==> src/rtl/sdram_read_arbiter.sv <==
// sdram_read_arbiter: shares one SDRAM Avalon read master between audio (high priority) and chart fetchers,
// with anti-starvation streak limiting and a read-data timeout.
module sdram_read_arbiter #(
  parameter int STREAK_MAX = 4,
  parameter int TIMEOUT = 1024
) (
  input  logic        Clk,
  input  logic        Reset,
  input  logic        aud_req,
  input  logic [31:0] aud_addr,
  output logic [31:0] aud_data,
  output logic        aud_rdv,
  input  logic        chart_req,
  input  logic [31:0] chart_addr,
  output logic [31:0] chart_data,
  output logic        chart_rdv,
  output logic        tl_read,
  output logic [31:0] tl_addr,
  input  logic        tl_waitreq,
  input  logic        tl_rdv,
  input  logic [31:0] sample,
  output logic        busy,
  output logic        timeout_err
);
  localparam int TW = TIMEOUT > 1 ? $clog2(TIMEOUT) : 1;
  localparam int SW = $clog2(STREAK_MAX + 1);
  typedef enum logic [1:0] {IDLE, ISSUE, WAIT_DATA} state_t;
  state_t r_state, w_next;
  logic r_owner, r_hit;
  logic [31:0] r_addr;
  logic [SW-1:0] r_streak;
  logic [TW-1:0] r_cnt;
  logic w_aud_elig, w_chart_elig, w_grant, w_pick_chart, w_done;
  always_comb begin
    w_aud_elig = aud_req & ~aud_rdv;
    w_chart_elig = chart_req & ~chart_rdv;
    w_grant = r_state == IDLE && (w_aud_elig || w_chart_elig);
    w_pick_chart = w_chart_elig && (!w_aud_elig || r_streak == SW'(STREAK_MAX));
    w_done = r_state == WAIT_DATA && (tl_rdv || r_hit);
    w_next = r_state == IDLE ? (w_grant ? ISSUE : IDLE) :
             r_state == ISSUE ? (tl_waitreq ? ISSUE : WAIT_DATA) :
             (w_done ? IDLE : WAIT_DATA);
    tl_read = r_state == ISSUE;
    tl_addr = tl_read ? r_addr : 32'h0;
    busy = r_state != IDLE;
  end
  // r_hit trails the counter by one cycle so the abandoned read completes TIMEOUT+1 cycles after WAIT_DATA entry
  always_ff @(posedge Clk) begin
    if (Reset) begin
      r_state <= IDLE;
      r_owner <= 1'b0;
      r_hit <= 1'b0;
      r_addr <= 32'h0;
      r_streak <= '0;
      r_cnt <= '0;
      aud_data <= 32'h0;
      aud_rdv <= 1'b0;
      chart_data <= 32'h0;
      chart_rdv <= 1'b0;
      timeout_err <= 1'b0;
    end else begin
      r_state <= w_next;
      aud_rdv <= 1'b0;
      chart_rdv <= 1'b0;
      if (w_grant) begin
        r_owner <= w_pick_chart;
        r_addr <= w_pick_chart ? chart_addr : aud_addr;
        r_streak <= (w_pick_chart || !chart_req) ? '0 :
                    r_streak == SW'(STREAK_MAX) ? r_streak : r_streak + SW'(1);
      end
      if (r_state == ISSUE) begin
        r_cnt <= '0;
        r_hit <= 1'b0;
      end
      if (r_state == WAIT_DATA) begin
        r_cnt <= r_cnt + TW'(1);
        r_hit <= r_cnt == TW'(TIMEOUT - 1);
      end
      if (w_done) begin
        if (r_owner) begin
          chart_data <= tl_rdv ? sample : 32'h0;
          chart_rdv <= 1'b1;
        end else begin
          aud_data <= tl_rdv ? sample : 32'h0;
          aud_rdv <= 1'b1;
        end
        if (!tl_rdv) timeout_err <= 1'b1;
      end
    end
  end
endmodule

==> config.mk <==
export PLATFORM = sky130hd
export DESIGN_NAME = sdram_read_arbiter
export DESIGN_NICKNAME = d
export VERILOG_FILES = /design/src/rtl/sdram_read_arbiter.sv
export SDC_FILE = /design/constraint.sdc
export NUM_CORES = 1
export LEC_CHECK = 0
export BUFFER_PORTS_ARGS = -buffer_cell sky130_fd_sc_hd__buf_4
export CAP_MARGIN = 20
export CORE_MARGIN = 2
export CORE_UTILIZATION = 43
export DETAILED_ROUTE_END_ITERATION = 7
export PLACE_DENSITY = 0.73
export REMOVE_ABC_BUFFERS = 1
export SLEW_MARGIN = 20
export SYNTH_ARGS = -nofsm -noshare
export SYNTH_HDL_FRONTEND = slang
export SYNTH_SLANG_ARGS = --single-unit
==> constraint.sdc <==
create_clock -name Clk -period 1.4 [get_ports Clk]
set_input_delay 0.21 -clock Clk [delete_from_list [all_inputs] [get_ports Clk]]
set_output_delay 0.21 -clock Clk [all_outputs]
set_load 0.005 [all_outputs]
==> results of run 1 <==
[logic make-up after synthesis]
logic type / Yosys count / share of synthesized area, %
DFF: 116 / 48.4
buffers and inverters: 58 / 5.76
and+or+nand+nor: 271 / 25.7
muxes: 3 / 0.652
AOI/OAI and AO/OA: 141 / 16.3
adders and majority gates: 6 / 1.56
xor gates and xnor gates: 9 / 1.64
[metrics by stage]
stage	instance area (um2)	TNS [ns]	std cells
after floorplan	4560	-52.58	555
after global placement	6540	-1.84	918
after detailed placement	6540	-7.19	918
after CTS	9400	-32.76	1091
[cells in the mapped netlist (all sizes together)]
cell type    n  area (um2)
a2111oi      1        8.76
a211o        1        8.76
a21oi       66         330
a31oi       33         206
a32o         1        10.0
and2        33         206
and2b        1        7.51
and3         3        18.8
buf         32         179
clkbuf      17        63.8
dfxtp      116        2320
ha           6        75.1
inv          9        33.8
mux2         1        11.3
mux2i        2        20.0
nand2      134         503
nand2b       2        12.5
nand3       64         320
nand4        6        37.5
nor2        21        78.8
nor2b        2        12.5
nor3         2        10.0
nor4b        1        8.76
nor4bb       1        10.0
o211a        1        10.0
o211ai       2        20.0
o21a         2        16.3
o21ai       34         174
or2          1        6.26
xnor2        3        26.3
xor2         6        52.6
[what timing repair did]
action	CTS
buffers inserted	26
resized for setup	180
endpoints found under the hold margin	100
hold buffers	98
endpoints found under the setup margin	140
pin swaps	110
gates cloned	17
==> results.md, run 1 <==
| Metric | This run | Unit |
| --- | --- | --- |
| Outcome | stopped before the end | - |
| Halt Stage | global routing | - |
| Error that halted the flow | [ERROR DPL-0038] Utilization greater than 100%, impossible to legalize | - |
| FF+latch count, synth | 116 | - |
| Netlist area before placement | 4800 | um2 |
| Worst slack at placement | -0.129 | ns |
| Maximum clock path buffer count | 2 | - |
| H-Tree Depth | 4 | - |
| I/O Buffers | 202 | - |
| TritonCTS sink count | 116 | - |
| Syn Area/Cell | 7.95 | um2 |
| Last reported worst endpoint of the global-route repair pass | tl_addr[25] | - |
| Die boundary width | 110 | um |
| Y dimension of the die | 110 | um |
| Total CTS buffers | 17 | - |
| Synthesized instance count | 604 | - |
| Syn. warnings | 0 | - |
| Number of distinct library cell variants in the gate-level netlist after synthesis | 38 | - |
| Root Driver | sky130_fd_sc_hd__clkbuf_8 | - |
| Worst_ep kind | top-level output | - |
| Effective utilization at floorplan | 44.1 | % |
| Sequential fraction of the synthesis area | 48.4 | % |
| Cell Rows | 38 | - |
| Maximum number of pins on one net before global-route repair | 66 | - |
| Total half-perimeter wirelength after legalization and detailed placement | 9.64 | mm |
| Number of ports placed on the die boundary | 203 | - |
| Placer congestion estimate | 0.776 | - |
==> run 2, diff against run 1 <==
--- a/config.mk
+++ b/config.mk
@@ -8,9 +8,9 @@
 export BUFFER_PORTS_ARGS = -buffer_cell sky130_fd_sc_hd__buf_4
 export CAP_MARGIN = 20
 export CORE_MARGIN = 2
-export CORE_UTILIZATION = 43
+export CORE_UTILIZATION = 35
 export DETAILED_ROUTE_END_ITERATION = 7
-export PLACE_DENSITY = 0.73
+export PLACE_DENSITY_LB_ADDON = 0.15
 export REMOVE_ABC_BUFFERS = 1
 export SLEW_MARGIN = 20
 export SYNTH_ARGS = -nofsm -noshare
==> constraint.sdc (replaced) <==
create_clock -name Clk -period 1.82 [get_ports Clk]
set_input_delay 0.273 -clock Clk [delete_from_list [all_inputs] [get_ports Clk]]
set_output_delay 0.273 -clock Clk [all_outputs]
set_load 0.005 [all_outputs]
==> results.md, run 2 <==
| Metric | This run | Unit | Change |
| --- | --- | --- | --- |
| Area overhead of the layout relative to synthesis | 48.4 | % |  |
| Power per Cell Area | 997 | nW/um2 |  |
| Post-Route Skew | 0.00552 | ns |  |
| Post-layout instance count excluding filler cells | 979 | - |  |
| Number of flops mapped to enable cells by yosys | 0 | - | unchanged |
| FF+latch count, synth | 116 | - | unchanged |
| Number of distinct library cell variants in the gate-level netlist after synthesis | 38 | - | unchanged |
| Total CTS buffers | 17 | - | unchanged |
| Type of the worst setup path | flip-flop to output pin | - |  |
| Count leader, synth | sky130_fd_sc_hd__nand2_1 | - |  |
| Syn. warnings | 0 | - | unchanged |
| Netlist area before placement | 4800 | um2 | unchanged |
| Core box area | 13300 | um2 |  |
| Synthesized instance count | 604 | - | unchanged |
| Y dimension of the die | 121 | um | +10% |
| Final wirelength | 14.4 | mm |  |
| Syn Area/Cell | 7.95 | um2 | unchanged |
| Commonest cells after routing, fill and taps aside | 211 x sky130_fd_sc_hd__buf_4, 134 x sky130_fd_sc_hd__nand2_1, 115 x sky130_fd_sc_hd__dfxtp_1 | - |  |
| Total half-perimeter wirelength after legalization and detailed placement | 9.69 | mm | +0.51% |
| Data arrival, critical path | 1.48 | ns |  |
| Xor and xnor area share after synthesis | 1.64 | % | unchanged |
| Root Driver | sky130_fd_sc_hd__clkbuf_16 | - |  |
| Endpoints failing setup | 0 | - |  |
| I/O Buffers | 202 | - | unchanged |
| Biggest area contributors in the synthesized netlist | sky130_fd_sc_hd__dfxtp_1 48%, sky130_fd_sc_hd__nand2_1 10%, sky130_fd_sc_hd__a21oi_1 6.9%, sky130_fd_sc_hd__nand3_1 6.7%, sky130_fd_sc_hd__a31oi_1 4.3% | - |  |
| Final cycle utilization of the critical path | 96.4 | % |  |
| Most frequent cells after synthesis | 134 x sky130_fd_sc_hd__nand2_1, 116 x sky130_fd_sc_hd__dfxtp_1, 66 x sky130_fd_sc_hd__a21oi_1 | - |  |
| Placer congestion estimate | 0.832 | - | +7.2% |
| Effective utilization at floorplan | 36.1 | % | -8.0 points |
| TritonCTS sink count | 116 | - | unchanged |
| Actual transition at the worst max-transition pin | 0.625 | ns |  |
| Most frequent standard cell in the layout excluding fill and tap cells | sky130_fd_sc_hd__buf_4 | - |  |
| DRC violation count after routing | 0 | - |  |
| Combinational family with the most area after synthesis | simple AND/OR/NAND/NOR gates | - |  |
| Number of ports placed on the die boundary | 203 | - | unchanged |
| Register area | 2320 | um2 |  |
| RSZ-0062 raised after global routing | no | - |  |
| Cell Rows | 42 | - | +11% |
| TritonCTS clock tree | built | - |  |
| Post-layout utilization of the core | 53.6 | % |  |
| Simple-gate share of the synthesized area | 25.7 | % | unchanged |
| H-Tree Depth | 4 | - | unchanged |
| Post-synthesis adder-cell area fraction | 1.56 | % | unchanged |
| Antenna violations before repair | 0 | - |  |
| Vias in the first global route | 4528 | - |  |
| Leakage dissipation | 3.04 | nW |  |
| Number of vias in the routed layout | 4814 | - |  |
| Setup TNS Final | 0 | ns |  |
| Number of slew-limit violations in the final report | 0 | - |  |
| Setup crit end kind | output pin | - |  |
| Multiplexer fraction of the synthesized cell area | 0.652 | % | unchanged |
| Kind of path behind the tightest hold check | input port to flip-flop | - |  |
| Maximum operating frequency | 570 | MHz |  |
| Inserted Diodes | 0 | - |  |
| Routed length per placed instance | 14.7 | um |  |
| Highest net fanout along the worst path | 17 | - |  |
| VDD IR max | 0.611 | mV |  |
| Global-route wire length before repair | 22.6 | mm |  |
| Most used DFF post-synth | sky130_fd_sc_hd__dfxtp_1 | - |  |
| Registers with the highest flip-flop counts | aud_data (32), chart_data (32), r_addr (32) | - |  |
| Element type at the critical path start | flip-flop | - |  |
| Number of placed instances with taps included | 947 | - | +3.2% |
| Maximum clock path buffer count | 2 | - | unchanged |
| Power Total | 7.11 | mW |  |
| Compound-cell area share of the yosys netlist | 16.3 | % | unchanged |
| Setup bufs post-CTS | 0 | - | -100% |
| Max transition margin | 58.3 | % |  |
| Count of TritonRoute iterations in the first routing pass | 5 | - |  |
| Area occupied by multi-input gates | 2230 | um2 |  |
| Overall routing resource usage | 19.6 | % |  |
| Number of nets in the layout | 899 | - |  |
| Antenna viol nets, final | 0 | - |  |
| First-iteration detailed-routing DRC count | 298 | - |  |
| Required time of the critical path | 1.55 | ns |  |
| Number of fillers in the final layout | 1253 | - |  |
| Count of maximum capacitance violations | 0 | - |  |
| Vias per cell | 4.92 | - |  |
| Clock transition at the registers of the reported paths | 0.05 | ns |  |
| Top cell type's share of synthesized area | 48.4 | % | unchanged |
| Total global routing overflow | 0 | - |  |
| Tmin final | 1.75 | ns |  |
| Die boundary width | 121 | um | +10% |
| Die Outline Area | 14700 | um2 |  |
| Layout cells sized above 1 | 32.1 | % |  |
| Sequential fraction of the synthesis area | 48.4 | % | unchanged |
| Outcome | finished, final reports clean | - |  |
| Maximum number of pins on one net before global-route repair | 66 | - |  |
| Post-synthesis async set-or-reset flop share | 0 | % | unchanged |
| Clock insertion delay at the later pin of the skew report | 0.41 | ns |  |
| Fin. Hold Viols | 0 | - |  |
| Library cell with the largest summed area after synthesis | sky130_fd_sc_hd__dfxtp_1 | - |  |
## run 2: cell counts after synthesis
Identical to the previous run, type by type.
## run 2: area by class of cell
class                           instances  share of cell area [%]
Sequential cell                       116                    32.6
Timing Repair Buffer                  217                    24.0
Tap cell                              176                    3.09
Inverter                                9                   0.474
Clock inverter                         14                    2.62
Clock buffer                           17                    5.97
Multi-Input combinational cell        430                    31.3
## run 2: power by group
part           internal, mW  switching, mW
Clock                  2.27           1.16
Combinational         0.445          0.477
Sequential             2.69         0.0665
## run 2: through the flow
step | setup slack (ns) | cell area (um2) | hold slack (ns)
after CTS | 0.00341 | 7080 | 0.0805
after floorplan | -0.188 | 4560 | 0.342
after global routing | 0.0177 | 7130 | 0.0956
after detailed placement | 0.0350 | 6470 | 0.449
after global placement | 0.123 | 6470 | 0.443
final | 0.0652 | 7130 | 0.0842
## run 2: critical path: stages, from the launching register on
cell                      delay, ns
sky130_fd_sc_hd__dfxtp_2       0.33
sky130_fd_sc_hd__inv_1         0.08
sky130_fd_sc_hd__ha_4          0.19
sky130_fd_sc_hd__buf_12        0.15
sky130_fd_sc_hd__and2_1        0.18
sky130_fd_sc_hd__buf_4         0.14
## run 2: layer usage
layer  share of wire [%]  track usage, %  vias up
li1                    -               -     2421
met1                  42            23.1     2170
met2                  45            31.7      211
met3                  11            7.71       12
met4                 1.4            7.85        0
met5                   0               0        -
## run 2: worst paths after layout
path / start / endpoint / slack (ns) / cells after the start
worst min-delay path: tl_waitreq / r_state[1] / 0.08 / 2
worst max-delay path: r_state[1] / tl_addr[18] / 0.07 / 5
worst min register to register: aud_data[27] / aud_data[27] / 0.45 / 2
worst max register to register: r_state[0] / r_cnt[8] / 0.16 / 6
## run 2: logic make-up after synthesis
| logic type | count (synthesis) |
|---|---|
| flip-flops | 116 |
| multiplexers | 3 |
| adder cells (fa/ha/maj) | 6 |
| AND/OR/NAND/NOR | 271 |
| XOR/XNOR | 9 |
| buffers and inverters | 58 |
| AO/OA/AOI/OAI | 141 |
## run 2: what timing repair did
action                     CTS  global route
resized for setup            1             4
setup endpoints to repair   16            54
cloned                       0             1
hold buffers                 0             0
Power figures use the tool's default switching activity.
==> run 3, diff against run 2 <==
--- a/config.mk
+++ b/config.mk
@@ -11,7 +11,6 @@
 export CORE_UTILIZATION = 35
 export DETAILED_ROUTE_END_ITERATION = 7
 export PLACE_DENSITY_LB_ADDON = 0.15
-export REMOVE_ABC_BUFFERS = 1
 export SLEW_MARGIN = 20
 export SYNTH_ARGS = -nofsm -noshare
 export SYNTH_HDL_FRONTEND = slang
==> results.md, run 3 (synthesized netlist as in run 2, its figures left out) <==
| Metric | This run | Unit | Change |
| --- | --- | --- | --- |
| Die boundary width | 121 | um | unchanged |
| Total CTS buffers | 17 | - | unchanged |
| Root Driver | sky130_fd_sc_hd__clkbuf_16 | - |  |
| Registers with the highest flip-flop counts | aud_data (32), chart_data (32), r_addr (32) | - |  |
| Leakage dissipation | 3.05 | nW | +0.56% |
| Inserted Diodes | 0 | - | unchanged |
| I/O Buffers | 202 | - | unchanged |
| Placer congestion estimate | 0.823 | - | -1.0% |
| Vias per cell | 5.00 | - | +1.6% |
| Setup crit end kind | output pin | - |  |
| Area overhead of the layout relative to synthesis | 48.2 | % |  |
| Routed length per placed instance | 14.8 | um | +0.53% |
| Final cycle utilization of the critical path | 98.0 | % | +1.6 points |
| Number of ports placed on the die boundary | 203 | - | unchanged |
| Total global routing overflow | 0 | - | unchanged |
| Required time of the critical path | 1.55 | ns | about the same |
| Maximum clock path buffer count | 2 | - | unchanged |
| Fin. Hold Viols | 0 | - | unchanged |
| Commonest cells after routing, fill and taps aside | 214 x sky130_fd_sc_hd__buf_4, 134 x sky130_fd_sc_hd__nand2_1, 116 x sky130_fd_sc_hd__dfxtp_1 | - |  |
| Layout cells sized above 1 | 31.9 | % | -0.24 points |
| Worst slack at placement | 0.0240 | ns | -0.0110 ns |
| DRC violation count after routing | 0 | - | unchanged |
| Power per Cell Area | 995 | nW/um2 | -0.21% |
| Cell with the largest stage delay on the worst path | sky130_fd_sc_hd__dfxtp_1 | - |  |
| Global-route wire length before repair | 22.8 | mm | +1.0% |
| First-iteration detailed-routing DRC count | 331 | - | +11% |
| Outcome | finished, final reports clean | - |  |
| Number of slew-limit violations in the final report | 0 | - | unchanged |
| TritonCTS clock tree | built | - |  |
| Core box area | 13300 | um2 | unchanged |
| Type of the worst setup path | flip-flop to output pin | - |  |
| Synth Net Count | 712 | - |  |
| Cell Rows | 42 | - | unchanged |
| Antenna violations before repair | 0 | - | unchanged |
| Final wirelength | 14.5 | mm | +0.84% |
| Count of TritonRoute iterations in the first routing pass | 5 | - | unchanged |
| Register area | 2320 | um2 | about the same |
| Area occupied by multi-input gates | 2210 | um2 | -0.67% |
| Most frequent standard cell in the layout excluding fill and tap cells | sky130_fd_sc_hd__buf_4 | - |  |
| Effective utilization at floorplan | 36.1 | % | unchanged |
| Element type at the critical path start | flip-flop | - |  |
| Tmin final | 1.78 | ns | +0.0291 ns |
| Clock transition at the registers of the reported paths | 0.05 | ns | about the same |
| Max transition margin | 58.1 | % | -0.18 points |
| Maximum number of pins on one net before global-route repair | 66 | - | unchanged |
| Count of maximum capacitance violations | 0 | - | unchanged |
| Data arrival, critical path | 1.51 | ns | +0.03 ns |
| Cells along the critical path | inv_1 > ha_2 > clkbuf_16 > and2_1 > buf_4 | - |  |
| Number of fillers in the final layout | 1245 | - | -0.64% |
| Overall routing resource usage | 19.5 | % | -0.072 points |
| Post-Route Skew | 0.0120 | ns | +0.00652 ns |
| Number of vias in the routed layout | 4907 | - | +1.9% |
| TritonCTS sink count | 116 | - | unchanged |
| Maximum operating frequency | 561 | MHz | -1.6% |
| WHS | 0.112 | ns | +0.0274 ns |
| H-Tree Depth | 4 | - | unchanged |
| Antenna viol nets, final | 0 | - | unchanged |
| Highest net fanout along the worst path | 18 | - | +1 |
| Final WS setup | 0.0361 | ns | -0.0291 ns |
| Clock insertion delay at the later pin of the skew report | 0.41 | ns | about the same |
| Stage delay of the slowest cell on the critical path | 0.33 | ns | about the same |
| Endpoints failing setup | 0 | - | unchanged |
| Total half-perimeter wirelength after legalization and detailed placement | 10.0 | mm | +3.4% |
| Number of nets in the layout | 901 | - | +0.22% |
| Actual transition at the worst max-transition pin | 0.628 | ns | +0.00264 ns |
| Post-CTS Hold Buffers | 0 | - | unchanged |
| Vias in the first global route | 4663 | - | +3.0% |
| RSZ-0062 raised after global routing | yes | - |  |
| Post-layout utilization of the core | 53.5 | % | -0.094 points |
| VDD IR max | 0.542 | mV | -11% |
| Die Outline Area | 14700 | um2 | unchanged |
| Y dimension of the die | 121 | um | unchanged |
| Kind of path behind the tightest hold check | input port to flip-flop | - |  |
[run 3: cell count changes in the layout (fill, tap and decap cells not counted), moves of 2 or more]
| cell | before | now |
|---|---|---|
| sky130_fd_sc_hd__clkinvlp_4 | 5 | 2 |
| sky130_fd_sc_hd__buf_4 | 211 | 214 |
| sky130_fd_sc_hd__clkbuf_1 | 0 | 2 |
| sky130_fd_sc_hd__clkbuf_8 | 0 | 4 |
[run 3: final cells by class]
class | count | area share [%]
timing repair buffer | 219 | 24.1
clock inverter | 9 | 1.76
tap | 176 | 3.10
inverter | 9 | 0.475
sequential | 116 | 32.6
multi-input combinational | 430 | 31.1
clock buffer | 23 | 6.86
[run 3: timing repair]
action,4_1_cts,5_1_grt
pin swaps,0,0
resized for setup,1,4
buffers inserted,0,0
cloned,0,1
endpoints found under the setup margin,9,35
[run 3: worst max-delay path, delay by kind of cell (launching register included)]
kind | cells | cell delay (ns)
flip-flops | 1 | 0.33
adder cells (fa/ha/maj) | 1 | 0.22
AND/OR/NAND/NOR | 1 | 0.16
buffers and inverters | 3 | 0.38
[run 3: power breakdown]
part           internal (mW)  switching (mW)
sequential              2.69          0.0675
clock                   2.29            1.12
combinational          0.444           0.474
[run 3: final timing paths]
path                   from        endpoint  slack (ns)  depth (start not counted)
max              r_state[1]      tl_addr[2]        0.04                          5
min              tl_waitreq      r_state[1]        0.11                          2
max reg2reg      r_state[0]        r_cnt[8]        0.21                          6
min reg2reg  chart_data[31]  chart_data[31]        0.45                          2
[run 3: per-layer routing]
layer	wire length, um	share of wire [%]	global-route usage [%]
met5	0	0	0
met4	284	2.0	8.94
met3	1630	11	8.04
met2	6650	46	30.8
met1	5940	41	23.0
[run 3: through the flow]
step	total power [mW]	cell area (um2)	setup TNS [ns]	std cells
floorplan	3.26	4800	0	604
global placement	3.68	6460	0	949
detailed placement	3.69	6460	0	949
CTS	7.13	7070	0	981
global route	7.38	7110	-0.151	982
finish	7.08	7110	0	982
